## src/rtl/mem_port_arbiter_if.sv

```systemverilog
// rtl/mem_port_arbiter_if.sv - requester and memory bus bundle for mem_port_arbiter
interface mem_port_arbiter_if #(
    parameter int ADDR_W = 32,
    parameter int DATA_W = 32
);
    // Fetch (I) requester
    logic              i_req;
    logic [ADDR_W-1:0] i_addr;
    logic [DATA_W-1:0] i_rdata;
    logic              i_ready;
    // Data (D) requester
    logic              d_req;
    logic              d_we;
    logic [ADDR_W-1:0] d_addr;
    logic [DATA_W-1:0] d_wdata;
    logic [DATA_W-1:0] d_rdata;
    logic              d_ready;
    // Unified memory
    logic              mem_en;
    logic              mem_we;
    logic [ADDR_W-1:0] mem_addr;
    logic [DATA_W-1:0] mem_wdata;
    logic [DATA_W-1:0] mem_rdata;

    // Arbiter side
    modport slave (
        input  i_req, i_addr, d_req, d_we, d_addr, d_wdata, mem_rdata,
        output i_rdata, i_ready, d_rdata, d_ready,
        output mem_en, mem_we, mem_addr, mem_wdata
    );

    // Pipeline plus memory side
    modport master (
        output i_req, i_addr, d_req, d_we, d_addr, d_wdata, mem_rdata,
        input  i_rdata, i_ready, d_rdata, d_ready,
        input  mem_en, mem_we, mem_addr, mem_wdata
    );
endinterface

```

## src/rtl/mem_port_arbiter.sv

```systemverilog
// rtl/mem_port_arbiter.sv - fetch/data arbiter for one single-port memory; ARB_PERF_CNT_EN adds grant/conflict counters
module mem_port_arbiter #(
    parameter int ADDR_W     = 32,
    parameter int DATA_W     = 32,
    parameter int MEM_LAT    = 2,
    parameter int STARVE_MAX = 4
) (
    input  logic              clk,
    input  logic              reset,
    mem_port_arbiter_if.slave bus
`ifdef ARB_PERF_CNT_EN
    ,
    output logic [31:0]       perf_i_cnt,
    output logic [31:0]       perf_d_cnt,
    output logic [31:0]       perf_conf_cnt
`endif
);
    localparam int CNT_W = $clog2(MEM_LAT) + 1;
    localparam int STV_W = $clog2(STARVE_MAX) + 1;
    localparam logic [CNT_W-1:0] CNT_INIT   = CNT_W'(MEM_LAT - 1);
    localparam logic [STV_W-1:0] STARVE_TOP = STV_W'(STARVE_MAX);

    typedef enum logic [1:0] {
        ST_IDLE = 2'd0,
        ST_BUSY = 2'd1,
        ST_DONE = 2'd2
    } state_t;

    state_t            state_q, state_d;
    logic              owner_q, owner_d;     // 0 = fetch, 1 = data
    logic [CNT_W-1:0]  cnt_q, cnt_d;
    logic [STV_W-1:0]  starve_q, starve_d;
    logic [ADDR_W-1:0] mem_addr_q, mem_addr_d;
    logic              mem_we_q, mem_we_d;
    logic [DATA_W-1:0] mem_wdata_q, mem_wdata_d;
    logic [DATA_W-1:0] i_rdata_q, i_rdata_d;
    logic [DATA_W-1:0] d_rdata_q, d_rdata_d;

    logic d_wins;
    logic grant_i;
    logic grant_d;

    // Data has priority unless fetch has been passed over STARVE_MAX times in a row
    assign d_wins  = bus.d_req && !(bus.i_req && (starve_q == STARVE_TOP));
    assign grant_d = (state_q == ST_IDLE) && d_wins;
    assign grant_i = (state_q == ST_IDLE) && !d_wins && bus.i_req;

    // State and datapath registers; reset abandons any access in flight
    always_ff @(posedge clk or negedge reset) begin
        if (!reset) begin
            state_q     <= ST_IDLE;
            owner_q     <= 1'b0;
            cnt_q       <= '0;
            starve_q    <= '0;
            mem_addr_q  <= '0;
            mem_we_q    <= 1'b0;
            mem_wdata_q <= '0;
            i_rdata_q   <= '0;
            d_rdata_q   <= '0;
        end else begin
            state_q     <= state_d;
            owner_q     <= owner_d;
            cnt_q       <= cnt_d;
            starve_q    <= starve_d;
            mem_addr_q  <= mem_addr_d;
            mem_we_q    <= mem_we_d;
            mem_wdata_q <= mem_wdata_d;
            i_rdata_q   <= i_rdata_d;
            d_rdata_q   <= d_rdata_d;
        end
    end

    // Arbitration, access sequencing and read-data capture
    always_comb begin
        state_d     = state_q;
        owner_d     = owner_q;
        cnt_d       = cnt_q;
        starve_d    = starve_q;
        mem_addr_d  = mem_addr_q;
        mem_we_d    = mem_we_q;
        mem_wdata_d = mem_wdata_q;
        i_rdata_d   = i_rdata_q;
        d_rdata_d   = d_rdata_q;

        unique case (state_q)
            ST_IDLE: begin
                if (grant_d) begin
                    owner_d     = 1'b1;
                    mem_addr_d  = bus.d_addr;
                    mem_we_d    = bus.d_we;
                    mem_wdata_d = bus.d_wdata;
                    cnt_d       = CNT_INIT;
                    state_d     = ST_BUSY;
                    if (!bus.i_req) begin
                        starve_d = '0;
                    end else if (starve_q != STARVE_TOP) begin
                        starve_d = starve_q + STV_W'(1);
                    end
                end else if (grant_i) begin
                    owner_d     = 1'b0;
                    mem_addr_d  = bus.i_addr;
                    mem_we_d    = 1'b0;
                    mem_wdata_d = '0;
                    cnt_d       = CNT_INIT;
                    state_d     = ST_BUSY;
                    starve_d    = '0;
                end
            end
            ST_BUSY: begin
                if (cnt_q == '0) begin
                    state_d = ST_DONE;
                    if (!owner_q) begin
                        i_rdata_d = bus.mem_rdata;
                    end else if (!mem_we_q) begin
                        d_rdata_d = bus.mem_rdata;
                    end
                end else begin
                    cnt_d = cnt_q - CNT_W'(1);
                end
            end
            ST_DONE: begin
                // Requester's req is still high here; it is deliberately not re-arbitrated
                state_d = ST_IDLE;
            end
            default: begin
                state_d = ST_IDLE;
            end
        endcase
    end

    assign bus.mem_en    = (state_q == ST_BUSY);
    assign bus.mem_we    = mem_we_q && (state_q == ST_BUSY);
    assign bus.mem_addr  = mem_addr_q;
    assign bus.mem_wdata = mem_wdata_q;
    assign bus.i_rdata   = i_rdata_q;
    assign bus.d_rdata   = d_rdata_q;
    assign bus.i_ready   = (state_q == ST_DONE) && !owner_q;
    assign bus.d_ready   = (state_q == ST_DONE) && owner_q;

`ifdef ARB_PERF_CNT_EN
    logic [31:0] perf_i_q, perf_i_d;
    logic [31:0] perf_d_q, perf_d_d;
    logic [31:0] perf_conf_q, perf_conf_d;

    assign perf_i_d    = perf_i_q + {31'd0, grant_i};
    assign perf_d_d    = perf_d_q + {31'd0, grant_d};
    assign perf_conf_d = perf_conf_q + {31'd0, (state_q == ST_IDLE) && bus.i_req && bus.d_req};

    // Free-running wrap-around grant and conflict counters
    always_ff @(posedge clk or negedge reset) begin
        if (!reset) begin
            perf_i_q    <= '0;
            perf_d_q    <= '0;
            perf_conf_q <= '0;
        end else begin
            perf_i_q    <= perf_i_d;
            perf_d_q    <= perf_d_d;
            perf_conf_q <= perf_conf_d;
        end
    end

    assign perf_i_cnt    = perf_i_q;
    assign perf_d_cnt    = perf_d_q;
    assign perf_conf_cnt = perf_conf_q;
`endif
endmodule

```

## src/flat_wrapper.sv

```systemverilog
// flat-port wrapper written by rule: the top's interface ports become plain ports
module mem_port_arbiter_flat 
#(
    parameter int ADDR_W     = 32,
    parameter int DATA_W     = 32,
    parameter int MEM_LAT    = 2,
    parameter int STARVE_MAX = 4
)
  (clk, reset, bus_i_req, bus_i_addr, bus_d_req, bus_d_we, bus_d_addr, bus_d_wdata, bus_mem_rdata, bus_i_rdata, bus_i_ready, bus_d_rdata, bus_d_ready, bus_mem_en, bus_mem_we, bus_mem_addr, bus_mem_wdata);
  mem_port_arbiter_if #(.ADDR_W(ADDR_W), .DATA_W(DATA_W)) bus_i ();
  input  logic clk;
  input  logic reset;
  input wire logic [$bits(bus_i.i_req)-1:0] bus_i_req;
  input wire logic [$bits(bus_i.i_addr)-1:0] bus_i_addr;
  input wire logic [$bits(bus_i.d_req)-1:0] bus_d_req;
  input wire logic [$bits(bus_i.d_we)-1:0] bus_d_we;
  input wire logic [$bits(bus_i.d_addr)-1:0] bus_d_addr;
  input wire logic [$bits(bus_i.d_wdata)-1:0] bus_d_wdata;
  input wire logic [$bits(bus_i.mem_rdata)-1:0] bus_mem_rdata;
  output wire logic [$bits(bus_i.i_rdata)-1:0] bus_i_rdata;
  output wire logic [$bits(bus_i.i_ready)-1:0] bus_i_ready;
  output wire logic [$bits(bus_i.d_rdata)-1:0] bus_d_rdata;
  output wire logic [$bits(bus_i.d_ready)-1:0] bus_d_ready;
  output wire logic [$bits(bus_i.mem_en)-1:0] bus_mem_en;
  output wire logic [$bits(bus_i.mem_we)-1:0] bus_mem_we;
  output wire logic [$bits(bus_i.mem_addr)-1:0] bus_mem_addr;
  output wire logic [$bits(bus_i.mem_wdata)-1:0] bus_mem_wdata;
  assign bus_i.i_req = bus_i_req;
  assign bus_i.i_addr = bus_i_addr;
  assign bus_i.d_req = bus_d_req;
  assign bus_i.d_we = bus_d_we;
  assign bus_i.d_addr = bus_d_addr;
  assign bus_i.d_wdata = bus_d_wdata;
  assign bus_i.mem_rdata = bus_mem_rdata;
  assign bus_i_rdata = bus_i.i_rdata;
  assign bus_i_ready = bus_i.i_ready;
  assign bus_d_rdata = bus_i.d_rdata;
  assign bus_d_ready = bus_i.d_ready;
  assign bus_mem_en = bus_i.mem_en;
  assign bus_mem_we = bus_i.mem_we;
  assign bus_mem_addr = bus_i.mem_addr;
  assign bus_mem_wdata = bus_i.mem_wdata;
  mem_port_arbiter #(.ADDR_W(ADDR_W), .DATA_W(DATA_W), .MEM_LAT(MEM_LAT), .STARVE_MAX(STARVE_MAX)) u_core (.clk(clk), .reset(reset), .bus(bus_i));
endmodule
```

## config.mk

```make
export PLATFORM = sky130hd
export DESIGN_NAME = mem_port_arbiter_flat
export DESIGN_NICKNAME = d
export VERILOG_FILES = /design/src/rtl/mem_port_arbiter_if.sv /design/src/rtl/mem_port_arbiter.sv /design/src/flat_wrapper.sv
export SDC_FILE = /design/constraint.sdc
export NUM_CORES = 1
export LEC_CHECK = 0
export CELL_PAD_IN_SITES_DETAIL_PLACEMENT = 1
export CELL_PAD_IN_SITES_GLOBAL_PLACEMENT = 1
export CORE_MARGIN = 1.5
export CORE_UTILIZATION = 32
export DETAILED_ROUTE_END_ITERATION = 8
export PLACE_DENSITY = 0.85
export SKIP_LAST_GASP = 1
export SLEW_MARGIN = 10
export SYNTH_ARGS = -nofsm -noshare
export SYNTH_HDL_FRONTEND = slang
export SYNTH_SLANG_ARGS = --single-unit
```

## constraint.sdc

```tcl
create_clock -name clk -period 1.9 [get_ports clk]
set_input_delay 0.38 -clock clk [delete_from_list [all_inputs] [get_ports clk]]
set_output_delay 0.38 -clock clk [all_outputs]
set_load 0.01 [all_outputs]
```

==> results of run 1 <==
## Yosys cell counts, types with 2 or more instances
library cell / count
inv_1: 5
mux2_2: 49
a21boi_0: 29
a22o_1: 33
ha_1: 3
a32o_1: 2
a311o_1: 32
o31ai_1: 2
nand2b_1: 4
a21boi_1: 3
nand3_1: 2
nor3b_1: 2
dfrtp_1: 137
clkbuf_1: 14
buf_2: 18
nor2_2: 3
and4_1: 32
mux2_1: 15
a21oi_1: 2
buf_4: 3
## cells by family (layout without fill, tap and decap cells)
logic type / Yosys count / after routing / synth area share [%]
fa+ha+maj: 3 / 3 / 0.6560
simple gates: 53 / 53 / 7.499
mux: 64 / 64 / 12.59
flops: 137 / 137 / 59.90
compound gates: 106 / 106 / 16.05
buf+inv: 41 / 325 / 3.301
## metal layers
metal / track usage, % / part of all wire (%) / up-vias
met5: 0 / 0 / -
met4: 7.801 / 2.3 / 0
met2: 35.20 / 52 / 195
met3: 5.481 / 6.8 / 32
li1: - / - / 2096
met1: 23.06 / 39 / 2388
## worst max-delay path by stage
stage,slack (ps),end,startpoint
after CTS,-40,bus_mem_we,u_core.state_q[0]$_DFFE_PN0P_
after floorplan,250,u_core.bus.d_rdata[11]$_DFFE_PN0P_,u_core.cnt_q[0]$_DFFE_PN0P_
after detailed placement,-300,u_core.bus.mem_addr[24]$_DFFE_PN0P_,bus_d_req
after global placement,-510,u_core.cnt_q[1]$_DFFE_PN0P_,bus_d_req
final,70,u_core.bus.d_rdata[23]$_DFFE_PN0P_,u_core.state_q[1]$_DFFE_PN0P_
after global routing,-20,u_core.bus.d_rdata[23]$_DFFE_PN0P_,u_core.cnt_q[0]$_DFFE_PN0P_
## power by group through the flow
stage	Clock [mW]	Sequential [mW]	Combinational (mW)
floorplan	0	5.70	2.75
global placement	0	5.10	7.11
detailed placement	0	5.22	7.41
CTS	3.35	5.20	7.42
global route	3.48	5.36	7.84
finish	3.27	5.18	7.32
## sequential cells by signal, indices dropped and copies added, names as in the netlist
register              flops
u_core.bus.d_rdata       32
u_core.bus.i_rdata       32
u_core.bus.mem_addr      32
u_core.bus.mem_wdata     32
u_core.starve_q           3
u_core.cnt_q              2
u_core.state_q            2
u_core.mem_we_q           1
u_core.owner_q            1
## area by class of cell
class | count | area, um2 | share of cell area (%)
Clock buffer | 20 | 436.7 | 4.678
Clock inverter | 12 | 141.4 | 1.515
Inverter | 5 | 18.77 | 0.2011
Multi-Input combinational cell | 226 | 2121 | 22.72
Tap cell | 225 | 281.5 | 3.016
Sequential cell | 137 | 3428 | 36.73
Timing Repair Buffer | 288 | 2907 | 31.14
## timing repair
item,in CTS,in global routing
hold endpoints to repair,47,0
buffers inserted,0,0
gates resized for setup,5,6
hold buffers,1,0
endpoints found under the setup margin,4,8
==> metrics.csv, run 1 <==
stage,metric,value,unit
finish,nets,811,
clock_tree,cts_max_path_buffers,2,
worst_setup_path,path_delay_family,simple AND/OR/NAND/NOR gates,
drt,drc_errors,0,
drt,dr.pass1.iters,4,
finish,fillers,1706,
pwr,internal-power,10.60,mW
pwr,switching_share,32.74,%
worst_setup_path,rr_worst_depth,5,
drt,drt_iter0_markers,134,
die,coreArea,17360,um2
finish,layout_common_cells,"clkdlybuf4s50_1 (259), dfrtp_1 (137), mux2_2 (49), a22o_1 (33)",
die,die_x,136.7,um
place,dpl.hpwl,13.47,mm
worst_setup_path,path_depth,5,
sta,setup-violations-final,0,
clock_tree,h-tree-depth,4,
yosys,ys.flop_type,dfrtp_1,
global_route,grt_pass1_wl,28.45,mm
outcome,status,"complete, no violations",
global_route,grt_start_max_net_pins,65,
die,io_pins,265,
worst_setup_path,rr_endpoint,u_core.bus.d_rdata[23]$_DFFE_PN0P_,
worst_setup_path,critPathMaxStageDelay,370,ps
worst_setup_path,critPathKind,reg2reg,
yosys,syn-num-nets,540,
finish,final_core_utilization,53.78,%
sta,slew_viol_final,0,
die,die_y,136.7,um
clock_tree,worst_setup_hold_path_clk_slew,60,ps
yosys,yosysTopAreaCell,dfrtp_1,
clock_tree,clkSinkCount,137,
sta,worst_slack,67.44,ps
worst_setup_path,path_cells,buf_4 > nand3b_2 > nor3b_4 > buf_12 > mux2_1,
worst_setup_path,critPathRequiredTime,2180,ps
worst_setup_path,cp.buffers_inverters,2,
job,drv_cap,0,
die,dieArea,18700,um2
die,num_rows,48,
clock_tree,cts_buffers,17,
yosys,yosysTopAreaCellShare,59.90,%
finish,area_growth,63.10,%
yosys,yosysWarnings,0,
yosys,syn_area,5723,um2
drt,ant_nets,0,
pwr,p_seq_share,32.9,%
sta,rsz0062_at_grt,yes,
yosys,yosysUniqueCellTypes,34,
die,start_util,32.97,%
drt,num_vias,4711,
yosys,synth_edf_count,0,
finish,layout_commonest_cell,clkdlybuf4s50_1,
pwr,vdd_drop_max,0.0006687,V
pwr,power_switching,5.161,mW
yosys,syn_avg_cell_area,14.17,um2
sta,finalHoldViolations,0,
sta,worst_pin_slew,794.3,ps
worst_setup_path,worst_ep_arrival_time,2110,ps
pwr,power_leakage,3.876,nW
finish,drive_gt1_share,16.28,%
worst_setup_path,start_kind,flip-flop,
finish,antenna_cells,0,
worst_setup_path,slowest_stage,dfrtp_1,
global_route,grt-ovfl-total,0,
place,place_inst,880,
global_route,antenna_found_initial,0,
yosys,syn_inst,404,
yosys,ys_ff_latch,137,
sta,setup_tns,0,ps
drt,routed_via_density,5.160,
pwr,power_density,1689,nW/um2
worst_setup_path,r2r-start,u_core.state_q[1]$_DFFE_PN0P_,
sta,timing.hold.ws,488.8,ps
clock_tree,cts_tree,yes,
drt,wl_per_cell,20.02,um
sta,slew_headroom,46.92,%
pwr,pwr-share-comb,46.4,%
clock_tree,worstSkewPairLatency,410,ps
yosys,synth-seq-area-share,59.90,%
place,port_buffers,264,
clock_tree,root_buffer,clkbuf_16,
yosys,ys_top_cells_by_area,"dfrtp_1 (60%), mux2_2 (9.6%), a311o_1 (5.6%), a22o_1 (5.1%), and4_1 (4.9%)",
global_route,grt_use_total,20.02,%
yosys,async_flop_share,100.0,%
finish,layoutNonFillerInstCount,913,
place,routabilityCongestion,0.7692,
place,place_area,8753,um2
pwr,pwr-share-clk,20.7,%
place,dpl_worst_slack,-303.8,ps
pwr,power,15.76,mW
sta,fin_crit,1833,ps
sta,fin_crit_sh,96.45,%
worst_setup_path,cp-end-kind,flip-flop,
worst_setup_path,cp_max_fo,32,
worst_setup_path,ff2ff_setup_slack,70,ps
hold_path,hold_class,in2async,
global_route,grt_pass1_vias,5235,
finish,fin_area,9334,um2
drt,wl,18.28,mm
sta,max_freq,545.7,MHz
sta,finalClockSkew,5.182,ps
No activity file was read; power rests on OpenSTA's default activity.
==> run 2, diff against run 1 <==
Settings changed: REMOVE_ABC_BUFFERS set to 1.
==> metrics.csv, run 2 (synthesis gave the netlist of run 1 again) <==
stage,metric,value,unit
outcome,status,"complete, no violations",
sta,max_freq,549.2,MHz
drt,num_vias,4739,
drt,ant_nets,0,
clock_tree,cts_tree,yes,
sta,timing.hold.ws,486.5,ps
sta,finalClockSkew,8.171,ps
sta,worst_pin_slew,581.9,ps
global_route,grt_use_total,21.00,%
finish,final_core_utilization,54.74,%
finish,nets,819,
sta,fin_crit_sh,95.83,%
worst_setup_path,cp_max_fo,5,
die,die_y,136.7,um
die,dieArea,18700,um2
sta,slew_headroom,61.12,%
worst_setup_path,start_kind,flip-flop,
place,dpl.hpwl,13.96,mm
worst_setup_path,worst_ep_arrival_time,1440,ps
pwr,vdd_drop_max,0.0006720,V
global_route,grt_start_max_net_pins,48,
finish,area_growth,66.00,%
clock_tree,worst_setup_hold_path_clk_slew,50,ps
worst_setup_path,path_cells,nor3b_1 > dlygate4sd2_1,
drt,drc_errors,0,
worst_setup_path,critPathMaxStageDelay,450,ps
pwr,power,16.24,mW
global_route,antenna_found_initial,0,
die,num_rows,48,
finish,antenna_cells,0,
die,start_util,32.97,%
pwr,power_leakage,4.000,nW
finish,layout_common_cells,"clkdlybuf4s50_1 (259), dfrtp_1 (136), mux2_2 (49), a22o_1 (33)",
finish,layout_commonest_cell,clkdlybuf4s50_1,
clock_tree,root_buffer,clkbuf_16,
place,port_buffers,264,
pwr,power_density,1709,nW/um2
place,place_inst,884,
worst_setup_path,critPathKind,reg2out,
sta,fin_crit,1821,ps
finish,drive_gt1_share,17.39,%
die,die_x,136.7,um
clock_tree,cts_buffers,17,
job,drv_cap,0,
drt,routed_via_density,5.145,
clock_tree,worstSkewPairLatency,420,ps
worst_setup_path,path_delay_family,flip-flops,
sta,setup-violations-final,0,
worst_setup_path,cp-end-kind,output pin,
finish,fillers,1728,
worst_setup_path,critPathRequiredTime,1520,ps
drt,wl_per_cell,21.53,um
place,dpl_worst_slack,-116.9,ps
drt,dr.pass1.iters,4,
die,io_pins,265,
clock_tree,h-tree-depth,4,
clock_tree,clkSinkCount,137,
drt,drt_iter0_markers,173,
worst_setup_path,slowest_stage,dfrtp_2,
finish,layoutNonFillerInstCount,921,
place,routabilityCongestion,0.8059,
worst_setup_path,cp.buffers_inverters,1,
sta,slew_viol_final,0,
die,coreArea,17360,um2
sta,finalHoldViolations,0,
global_route,grt_pass1_vias,5343,
global_route,grt_pass1_wl,29.45,mm
drt,wl,19.83,mm
clock_tree,cts_max_path_buffers,2,
global_route,grt-ovfl-total,0,
sta,worst_slack,79.27,ps
hold_path,hold_class,reg2reg,
[run 2: final cells by class]
class,count,area [um2],share of cell area [%]
Clock buffer,22,474.2,4.991
Tap cell,225,281.5,2.963
Timing Repair Buffer,296,3033,31.92
Sequential cell,137,3430,36.10
Multi-Input combinational cell,226,2122,22.34
Inverter,5,18.77,0.1976
Clock inverter,10,141.4,1.488
[run 2: path summary, 6_finish.rpt]
check                                              startpoint  cells past startpoint  slack [ps]                                 end
worst max-delay path            u_core.state_q[0]$_DFFE_PN0P_                      2          80                         bus_i_ready
worst min-delay path              u_core.cnt_q[0]$_DFFE_PN0P_                      1         490         u_core.cnt_q[0]$_DFFE_PN0P_
worst max register to register    u_core.cnt_q[0]$_DFFE_PN0P_                      7          80  u_core.bus.d_rdata[17]$_DFFE_PN0P_
worst min register to register    u_core.cnt_q[0]$_DFFE_PN0P_                      1         490         u_core.cnt_q[0]$_DFFE_PN0P_
max in group asynchronous                               reset                      3         760  u_core.bus.d_rdata[18]$_DFFE_PN0P_
min in group asynchronous                               reset                      2         500  u_core.bus.d_rdata[10]$_DFFE_PN0P_
[run 2: layer usage]
metal	routed length [um]	GRT usage, %
met1	7803	23.52
met2	10260	37.80
met3	1192	4.481
met4	567	10.05
met5	0	0
[run 2: metrics by stage]
stage,cell area [um2],setup TNS [ps]
final,9500,0
after global routing,9500,-372.8
after CTS,9424,-210.6
after detailed placement,8798,-3497
after global placement,8798,-394.1
after floorplan,5553,-78080
[run 2: what timing repair did]
item	in CTS	in global routing
pin swaps	0	1
gates resized for setup	5	2
gates cloned	0	2
buffers inserted	0	2
setup endpoints to repair	4	21
hold endpoints to repair	45	0
hold buffers	1	0
[run 2: power by group]
| part | switching [mW] | internal (mW) | total [mW] |
|---|---|---|---|
| clock network | 1.27 | 2.17 | 3.44 |
| registers | 0.844 | 4.35 | 5.19 |
| logic | 3.16 | 4.44 | 7.60 |
